==> config.mk <==
export PLATFORM = sky130hd
export DESIGN_NAME = i2c_slave_flat
export DESIGN_NICKNAME = d
export VERILOG_FILES = /design/src/rtl/i2c_slave_if.sv /design/src/rtl/i2c_slave.sv /design/src/flat_wrapper.sv
export SDC_FILE = /design/constraint.sdc
export NUM_CORES = 1
export LEC_CHECK = 0
export CAP_MARGIN = 10
export CORE_UTILIZATION = 50
export DETAILED_ROUTE_END_ITERATION = 16
export MAX_ROUTING_LAYER = met4
export PLACE_DENSITY_LB_ADDON = 0.08
export SETUP_SLACK_MARGIN = 0.4
export SLEW_MARGIN = 0
export SYNTH_ARGS = -nofsm -noshare
export SYNTH_HDL_FRONTEND = slang
export SYNTH_SLANG_ARGS = --single-unit
export TNS_END_PERCENT = 10
==> constraint.sdc <==
create_clock -name clk -period 2.55 [get_ports clk]
set_clock_uncertainty 0.05 [all_clocks]
set_input_delay 0.51 -clock clk [delete_from_list [all_inputs] [get_ports clk]]
set_output_delay 0.51 -clock clk [all_outputs]
set_load 0.01 [all_outputs]
==> src/rtl/i2c_slave_if.sv <==
// Split-SDA I2C bus plus the local byte handshake between the target and its user logic.
interface i2c_slave_if;
  logic       sclk;
  logic       sda_in;
  logic       sda_out;
  logic [7:0] data_in;
  logic [7:0] data_out;
  logic       data_valid;
  logic       data_req;
  logic       rw;
  logic [2:0] state;

  modport slave (
    input  sclk, sda_in, data_in,
    output sda_out, data_out, data_valid, data_req, rw, state
  );

  modport master (
    output sclk, sda_in, data_in,
    input  sda_out, data_out, data_valid, data_req, rw, state
  );
endinterface

==> src/rtl/i2c_slave.sv <==
// I2C target: oversamples SCL/SDA, detects START/STOP, ACKs its 7-bit address and
// receives write bytes or transmits read bytes through a one-cycle pulse handshake.
module i2c_slave #(
  parameter logic [6:0] ADDR = 7'h2A
) (
  input  logic          clk,
  input  logic          rst,
  i2c_slave_if.slave    bus
);

  localparam int unsigned DATA_W = 8;
  localparam int unsigned CNT_W  = 3;
  localparam int unsigned SYNC_W = 3;

  typedef enum logic [2:0] {
    IDLE      = 3'd0,
    ADDRESS   = 3'd1,
    ADDR_ACK  = 3'd2,
    RECEIVE   = 3'd3,
    RECV_ACK  = 3'd4,
    TRANSMIT  = 3'd5,
    TX_ACK    = 3'd6,
    WAIT_STOP = 3'd7
  } state_e;

  state_e              state_q, state_d;
  logic [SYNC_W-1:0]   scl_sync_q, scl_sync_d;
  logic [SYNC_W-1:0]   sda_sync_q, sda_sync_d;
  logic [CNT_W-1:0]    bit_cnt_q, bit_cnt_d;
  logic [DATA_W-1:0]   shift_q, shift_d;
  logic [DATA_W-1:0]   data_out_q, data_out_d;
  logic                sda_out_q, sda_out_d;
  logic                data_valid_q, data_valid_d;
  logic                data_req_q, data_req_d;
  logic                rw_q, rw_d;

  logic scl_s, sda_s;
  logic scl_rise_c, scl_fall_c, sda_rise_c, sda_fall_c;
  logic start_c, stop_c;

  // Bit 1 is the synchronized level; bit 2 is the delayed copy for edge detection.
  assign scl_sync_d = {scl_sync_q[1:0], bus.sclk};
  assign sda_sync_d = {sda_sync_q[1:0], bus.sda_in};
  assign scl_s      = scl_sync_q[1];
  assign sda_s      = sda_sync_q[1];
  assign scl_rise_c =  scl_sync_q[1] & ~scl_sync_q[2];
  assign scl_fall_c = ~scl_sync_q[1] &  scl_sync_q[2];
  assign sda_rise_c =  sda_sync_q[1] & ~sda_sync_q[2];
  assign sda_fall_c = ~sda_sync_q[1] &  sda_sync_q[2];
  assign start_c    = sda_fall_c & scl_s;
  assign stop_c     = sda_rise_c & scl_s;

  // Next-state and output logic; ACK phases use sda_out_q to tell drive-low from release.
  always_comb begin
    state_d      = state_q;
    bit_cnt_d    = bit_cnt_q;
    shift_d      = shift_q;
    data_out_d   = data_out_q;
    sda_out_d    = sda_out_q;
    rw_d         = rw_q;
    data_valid_d = 1'b0;
    data_req_d   = 1'b0;

    if (start_c) begin
      state_d   = ADDRESS;
      bit_cnt_d = '0;
      sda_out_d = 1'b1;
    end else if (stop_c) begin
      state_d   = IDLE;
      sda_out_d = 1'b1;
    end else begin
      case (state_q)
        IDLE, WAIT_STOP: sda_out_d = 1'b1;

        ADDRESS: if (scl_rise_c) begin
          shift_d   = {shift_q[DATA_W-2:0], sda_s};
          bit_cnt_d = bit_cnt_q + CNT_W'(1);
          if (bit_cnt_q == CNT_W'(7)) begin
            if (shift_q[6:0] == ADDR) begin
              rw_d    = sda_s;
              state_d = ADDR_ACK;
            end else begin
              state_d = WAIT_STOP;
            end
          end
        end

        ADDR_ACK: if (scl_fall_c) begin
          if (sda_out_q) begin
            sda_out_d = 1'b0;
          end else if (rw_q) begin
            data_req_d = 1'b1;
            shift_d    = bus.data_in;
            sda_out_d  = bus.data_in[DATA_W-1];
            bit_cnt_d  = '0;
            state_d    = TRANSMIT;
          end else begin
            sda_out_d = 1'b1;
            bit_cnt_d = '0;
            state_d   = RECEIVE;
          end
        end

        RECEIVE: if (scl_rise_c) begin
          shift_d   = {shift_q[DATA_W-2:0], sda_s};
          bit_cnt_d = bit_cnt_q + CNT_W'(1);
          if (bit_cnt_q == CNT_W'(7)) begin
            data_out_d   = {shift_q[DATA_W-2:0], sda_s};
            data_valid_d = 1'b1;
            state_d      = RECV_ACK;
          end
        end

        RECV_ACK: if (scl_fall_c) begin
          if (sda_out_q) begin
            sda_out_d = 1'b0;
          end else begin
            sda_out_d = 1'b1;
            bit_cnt_d = '0;
            state_d   = RECEIVE;
          end
        end

        // MSB is already on the bus at entry; each fall presents the next bit.
        TRANSMIT: if (scl_fall_c) begin
          bit_cnt_d = bit_cnt_q + CNT_W'(1);
          if (bit_cnt_q == CNT_W'(7)) begin
            sda_out_d = 1'b1;
            state_d   = TX_ACK;
          end else begin
            sda_out_d = shift_q[DATA_W-2];
            shift_d   = {shift_q[DATA_W-2:0], 1'b0};
          end
        end

        // A NACK leaves on the rise, so any fall seen here follows an ACK.
        TX_ACK: begin
          if (scl_rise_c && sda_s) begin
            state_d = WAIT_STOP;
          end else if (scl_fall_c) begin
            data_req_d = 1'b1;
            shift_d    = bus.data_in;
            sda_out_d  = bus.data_in[DATA_W-1];
            bit_cnt_d  = '0;
            state_d    = TRANSMIT;
          end
        end

        default: begin
          state_d   = IDLE;
          sda_out_d = 1'b1;
        end
      endcase
    end
  end

  // Sync chains reset to the idle-bus level so reset release creates no edges.
  always_ff @(posedge clk or negedge rst) begin
    if (!rst) begin
      state_q      <= IDLE;
      scl_sync_q   <= '1;
      sda_sync_q   <= '1;
      bit_cnt_q    <= '0;
      shift_q      <= '0;
      data_out_q   <= '0;
      sda_out_q    <= 1'b1;
      data_valid_q <= 1'b0;
      data_req_q   <= 1'b0;
      rw_q         <= 1'b0;
    end else begin
      state_q      <= state_d;
      scl_sync_q   <= scl_sync_d;
      sda_sync_q   <= sda_sync_d;
      bit_cnt_q    <= bit_cnt_d;
      shift_q      <= shift_d;
      data_out_q   <= data_out_d;
      sda_out_q    <= sda_out_d;
      data_valid_q <= data_valid_d;
      data_req_q   <= data_req_d;
      rw_q         <= rw_d;
    end
  end

  assign bus.sda_out    = sda_out_q;
  assign bus.data_out   = data_out_q;
  assign bus.data_valid = data_valid_q;
  assign bus.data_req   = data_req_q;
  assign bus.rw         = rw_q;
  assign bus.state      = 3'(state_q);

endmodule

==> src/flat_wrapper.sv <==
// flat-port wrapper written by rule: the top's interface ports become plain ports
module i2c_slave_flat 
#(
  parameter logic [6:0] ADDR = 7'h2A
)
  (clk, rst, bus_sclk, bus_sda_in, bus_data_in, bus_sda_out, bus_data_out, bus_data_valid, bus_data_req, bus_rw, bus_state);
  i2c_slave_if bus_i ();
  input  logic clk;
  input  logic rst;
  input wire logic [$bits(bus_i.sclk)-1:0] bus_sclk;
  input wire logic [$bits(bus_i.sda_in)-1:0] bus_sda_in;
  input wire logic [$bits(bus_i.data_in)-1:0] bus_data_in;
  output wire logic [$bits(bus_i.sda_out)-1:0] bus_sda_out;
  output wire logic [$bits(bus_i.data_out)-1:0] bus_data_out;
  output wire logic [$bits(bus_i.data_valid)-1:0] bus_data_valid;
  output wire logic [$bits(bus_i.data_req)-1:0] bus_data_req;
  output wire logic [$bits(bus_i.rw)-1:0] bus_rw;
  output wire logic [$bits(bus_i.state)-1:0] bus_state;
  assign bus_i.sclk = bus_sclk;
  assign bus_i.sda_in = bus_sda_in;
  assign bus_i.data_in = bus_data_in;
  assign bus_sda_out = bus_i.sda_out;
  assign bus_data_out = bus_i.data_out;
  assign bus_data_valid = bus_i.data_valid;
  assign bus_data_req = bus_i.data_req;
  assign bus_rw = bus_i.rw;
  assign bus_state = bus_i.state;
  i2c_slave #(.ADDR(ADDR)) u_core (.clk(clk), .rst(rst), .bus(bus_i));
endmodule
==> flow_metrics.env <==
export IMPL_worst_r2r_cell_count=5
export IMPL_route_detailed_vias_per_inst=5.97
export IMPL_share_comb_of_total_power_pct=41.0
export IMPL_max_freq_mhz=477
export IMPL_setup_viol_count_final=0
export IMPL_clock_tree_from_tritoncts="yes"
export IMPL_drcViolationCount=0
export IMPL_effective_utilization_at_floorplan_pct=53.6
export IMPL_clkSlewWorstSetupHoldPaths_ps=100
export IMPL_switchingPower_mw=0.697
export IMPL_globalRoute_totalOverflow=0
export IMPL_grt_max_degree=32
export IMPL_drt_iter0_drc=63
export IMPL_grt_antenna_before_repair=0
export IMPL_postcts_setup_bufs=0
export IMPL_placement_setup_worst_slack_ps=319
export IMPL_synth_edff_count=0
export IMPL_first_global_vias=1243
export IMPL_critical_path_class="flip-flop to output pin"
export IMPL_slowest_stage="clkdlybuf4s50_1"
export IMPL_syn_nets=168
export IMPL_core_area_um2=3100
export IMPL_clock_power_share_pct=15.3
export IMPL_cellInternalPower_mw=1.13
export IMPL_synthCells=153
export IMPL_vias=1344
export IMPL_critical_path_top_delay_family="buffers and inverters"
export IMPL_clock_latency_ps=330
export IMPL_switching_share_pct=38.2
export IMPL_worst_slew_pin_transition_ps=452
export IMPL_n_antenna_cell=0
export IMPL_gp_routability_congestion=0.864
export IMPL_run_status="finished, final reports clean"
export IMPL_leakagePower_nw=0.870
export IMPL_design_portCount=27
export IMPL_dp_final_hpwl_um=2510
export IMPL_cp_cell_sequence="buf_4 -> clkdlybuf4s50_1"
export IMPL_post_synth_main_area_contributors="dfrtp_1 36%, mux2_2 14%, dfstp_2 11%"
export IMPL_clkSinkCount=31
export IMPL_totalWireLength_um=3520
export IMPL_synth_largest_area_cell="dfrtp_1"
export IMPL_route_detailed_wl_per_inst_um=15.6
export IMPL_port_buffers=26
export IMPL_num_nets_final=195
export IMPL_cts_htree_levels=2
export IMPL_worst_endpoint_arrival_ps=1540
export IMPL_crit_buf_inv=2
export IMPL_post_route_worst_setup_slack_ps=452
export IMPL_timing_hold_worst_class="flip-flop to flip-flop"
export IMPL_maxSlewViolCount=0
export IMPL_globalRouteTotalUtil_pct=23.2
export IMPL_slowest_delay_ps=530
export IMPL_overall_die_height_um=59.7
export IMPL_rsz0062_at_grt="true"
export IMPL_cts_root_buf="clkbuf_4"
export IMPL_placementRows=20
export IMPL_worst_slew_margin_rel_pct=69.8
export IMPL_synth_ff_type="dfrtp_1"
export IMPL_p_per_area_nw_per_um2=904
export IMPL_multi_input_comb_area_um2=815
export IMPL_final_hold_violation_count=0
export IMPL_place_inst=217
export IMPL_die_area_um2=3560
export IMPL_drt_first_pass_iters=4
export IMPL_worst_endpoint_required_ps=1990
export IMPL_antenna_left=0
export IMPL_post_route_cells_drive_above_1_share_pct=25.4
export IMPL_period_minus_slack_ps=2100
export IMPL_nFillCells=276
export IMPL_layout_worst_path_cycle_share_pct=82.3
export IMPL_cts_buffers=5
export IMPL_yosys_warnings=0
export IMPL_regArea_um2=790
export IMPL_areaGrowthSynthToFinish_pct=21.4
export IMPL_cts_root_to_sink_buffers=2
export IMPL_yosys_area_top_type_share_pct=36.1
export IMPL_final_instance_count_excl_fill=225
export IMPL_synth_ff_latch_count=31
export IMPL_netlist_cell_type_count=44
export IMPL_crit_cells=2
export IMPL_timing_hold_worst_path_depth=0
export IMPL_worst_hold_slack_ps=317
export IMPL_wire_length_of_the_first_global_routing_pass_um=5830
export IMPL_final_setup_tns_ps=0
export IMPL_synth_async_reset_ratio_pct=100
export IMPL_synth_area_um2=1660
export IMPL_crit_fanout=12
export IMPL_seq_power_share_pct=43.7
export IMPL_crit_start_category="flip-flop"
export IMPL_synth_seq_area_share_pct=47.2
export IMPL_worst_ir_drop_vdd_mv=0.405
export IMPL_max_cap_violations=0
export IMPL_crit_path_end_kind="output pin"
export IMPL_post_synth_cell_area_avg_um2=10.9
export IMPL_die_width_um=59.7
metal layers:
| metal | track usage, % | routed length (um) | vias up |
|---|---|---|---|
| met3 | 6.06 | 212 | 9 |
| met5 | - | 0 | - |
| met1 | 30.9 | 1550 | 656 |
| li1 | - | - | 623 |
| met4 | 9.30 | 73 | 0 |
| met2 | 33.8 | 1680 | 56 |
cell type report:
type,instances,share of cell area (%)
Tap cell,44,2.73
Timing Repair Buffer,29,14.0
Clock inverter,2,0.620
Inverter,6,1.12
Sequential cell,31,39.1
Multi-Input combinational cell,107,40.4
Clock buffer,6,2.05
cell families (layout without fill, tap and decap cells):
logic type               after synthesis  count (layout)  synth area share (%)
AO/OA/AOI/OAI                         38              38                  17.2
XOR/XNOR                               1               1                 0.527
adder cells (fa/ha/maj)                4               4                  2.86
buffers and inverters                 15              43                  3.84
flip-flops                            31              31                  47.2
multiplexers                          20              20                  13.5
AND/OR/NAND/NOR                       44              44                  14.8
sequential cells by signal (all words and copies together), names as in the netlist:
name and count:
u_core.bus.data_out 8, u_core.shift_q 7, u_core.bit_cnt_q 3, u_core.bus.state 3
u_core.scl_sync_q 3, u_core.sda_sync_q 3, u_core.bus.data_req 1, u_core.bus.data_valid 1
u_core.bus.rw 1, u_core.bus.sda_out 1
cell usage in the layout, fill, tap and decap left out, types with 5 or more instances in the layout:
cell type / instances
inv_1: 6
dfstp_2: 7
nor2_1: 9
o21ai_0: 5
a21oi_1: 8
clkbuf_4: 5
mux2_2: 20
clkdlybuf4s50_1: 26
nand2_1: 9
dfrtp_1: 22
worst reg2reg max path: stages (launching register included):
cell	delay (ps)
dfstp_2	630
nor3b_1	290
a311oi_1	110
a211oi_2	450
nand4_1	170
a31o_2	260
what timing repair did:
item / in CTS / in global routing
hold buffers: 0 / 0
endpoints found under the setup margin: 7 / 11
resized for setup: 1 / 2
gates cloned: 0 / 0
final timing paths:
check / from / to / slack (ps)
min in group asynchronous: rst / u_core.bit_cnt_q[2]$_DFFE_PN0P_ / 520
hold / removal: u_core.scl_sync_q[0]$_DFF_PN1_ / u_core.scl_sync_q[1]$_DFF_PN1_ / 320
hold reg to reg: u_core.scl_sync_q[0]$_DFF_PN1_ / u_core.scl_sync_q[1]$_DFF_PN1_ / 320
max in group asynchronous: rst / u_core.bus.state[2]$_DFFE_PN0P_ / 1610
setup / recovery: u_core.bus.state[0]$_DFFE_PN0P_ / bus_state[0] / 450
setup reg to reg: u_core.scl_sync_q[1]$_DFF_PN1_ / u_core.bus.state[0]$_DFFE_PN0P_ / 500
power groups by stage:
stage / Clock [mW] / Sequential, mW / Combinational [mW]
finish: 0.279 / 0.797 / 0.749
floorplan: 0 / 0.711 / 0.606
global route: 0.308 / 0.822 / 0.829
global placement: 0 / 0.786 / 0.724
detailed placement: 0 / 0.795 / 0.744
CTS: 0.286 / 0.788 / 0.748
metrics by stage:
| stage | util, % | instance area [um^2] | power, mW |
|---|---|---|---|
| CTS | 64.9 | 2010 | 1.82 |
| floorplan | - | 1660 | 1.32 |
| detailed placement | 63.1 | 1960 | 1.54 |
| global route | 65.0 | 2020 | 1.96 |
| global placement | 63.1 | 1960 | 1.51 |
| finish | 65.0 | 2020 | 1.82 |
synth_stat cells (2+ instances only):
master     n
clkbuf_1   2
inv_1      6
nor2_1     9
o21ai_0    5
nor3_1     3
ha_1       3
nand2b_1   4
nand2_1    9
a32o_1     2
o211ai_1   3
a21oi_1    8
dfrtp_1   24
nor3b_1    2
a221oi_1   2
dfstp_2    7
nor2b_1    4
buf_2      6
o211a_1    2
a31oi_1    3
nand3_1    3
mux2_2    20
a311oi_1   3
a31o_2     2
(Power assumes the default switching activity.)
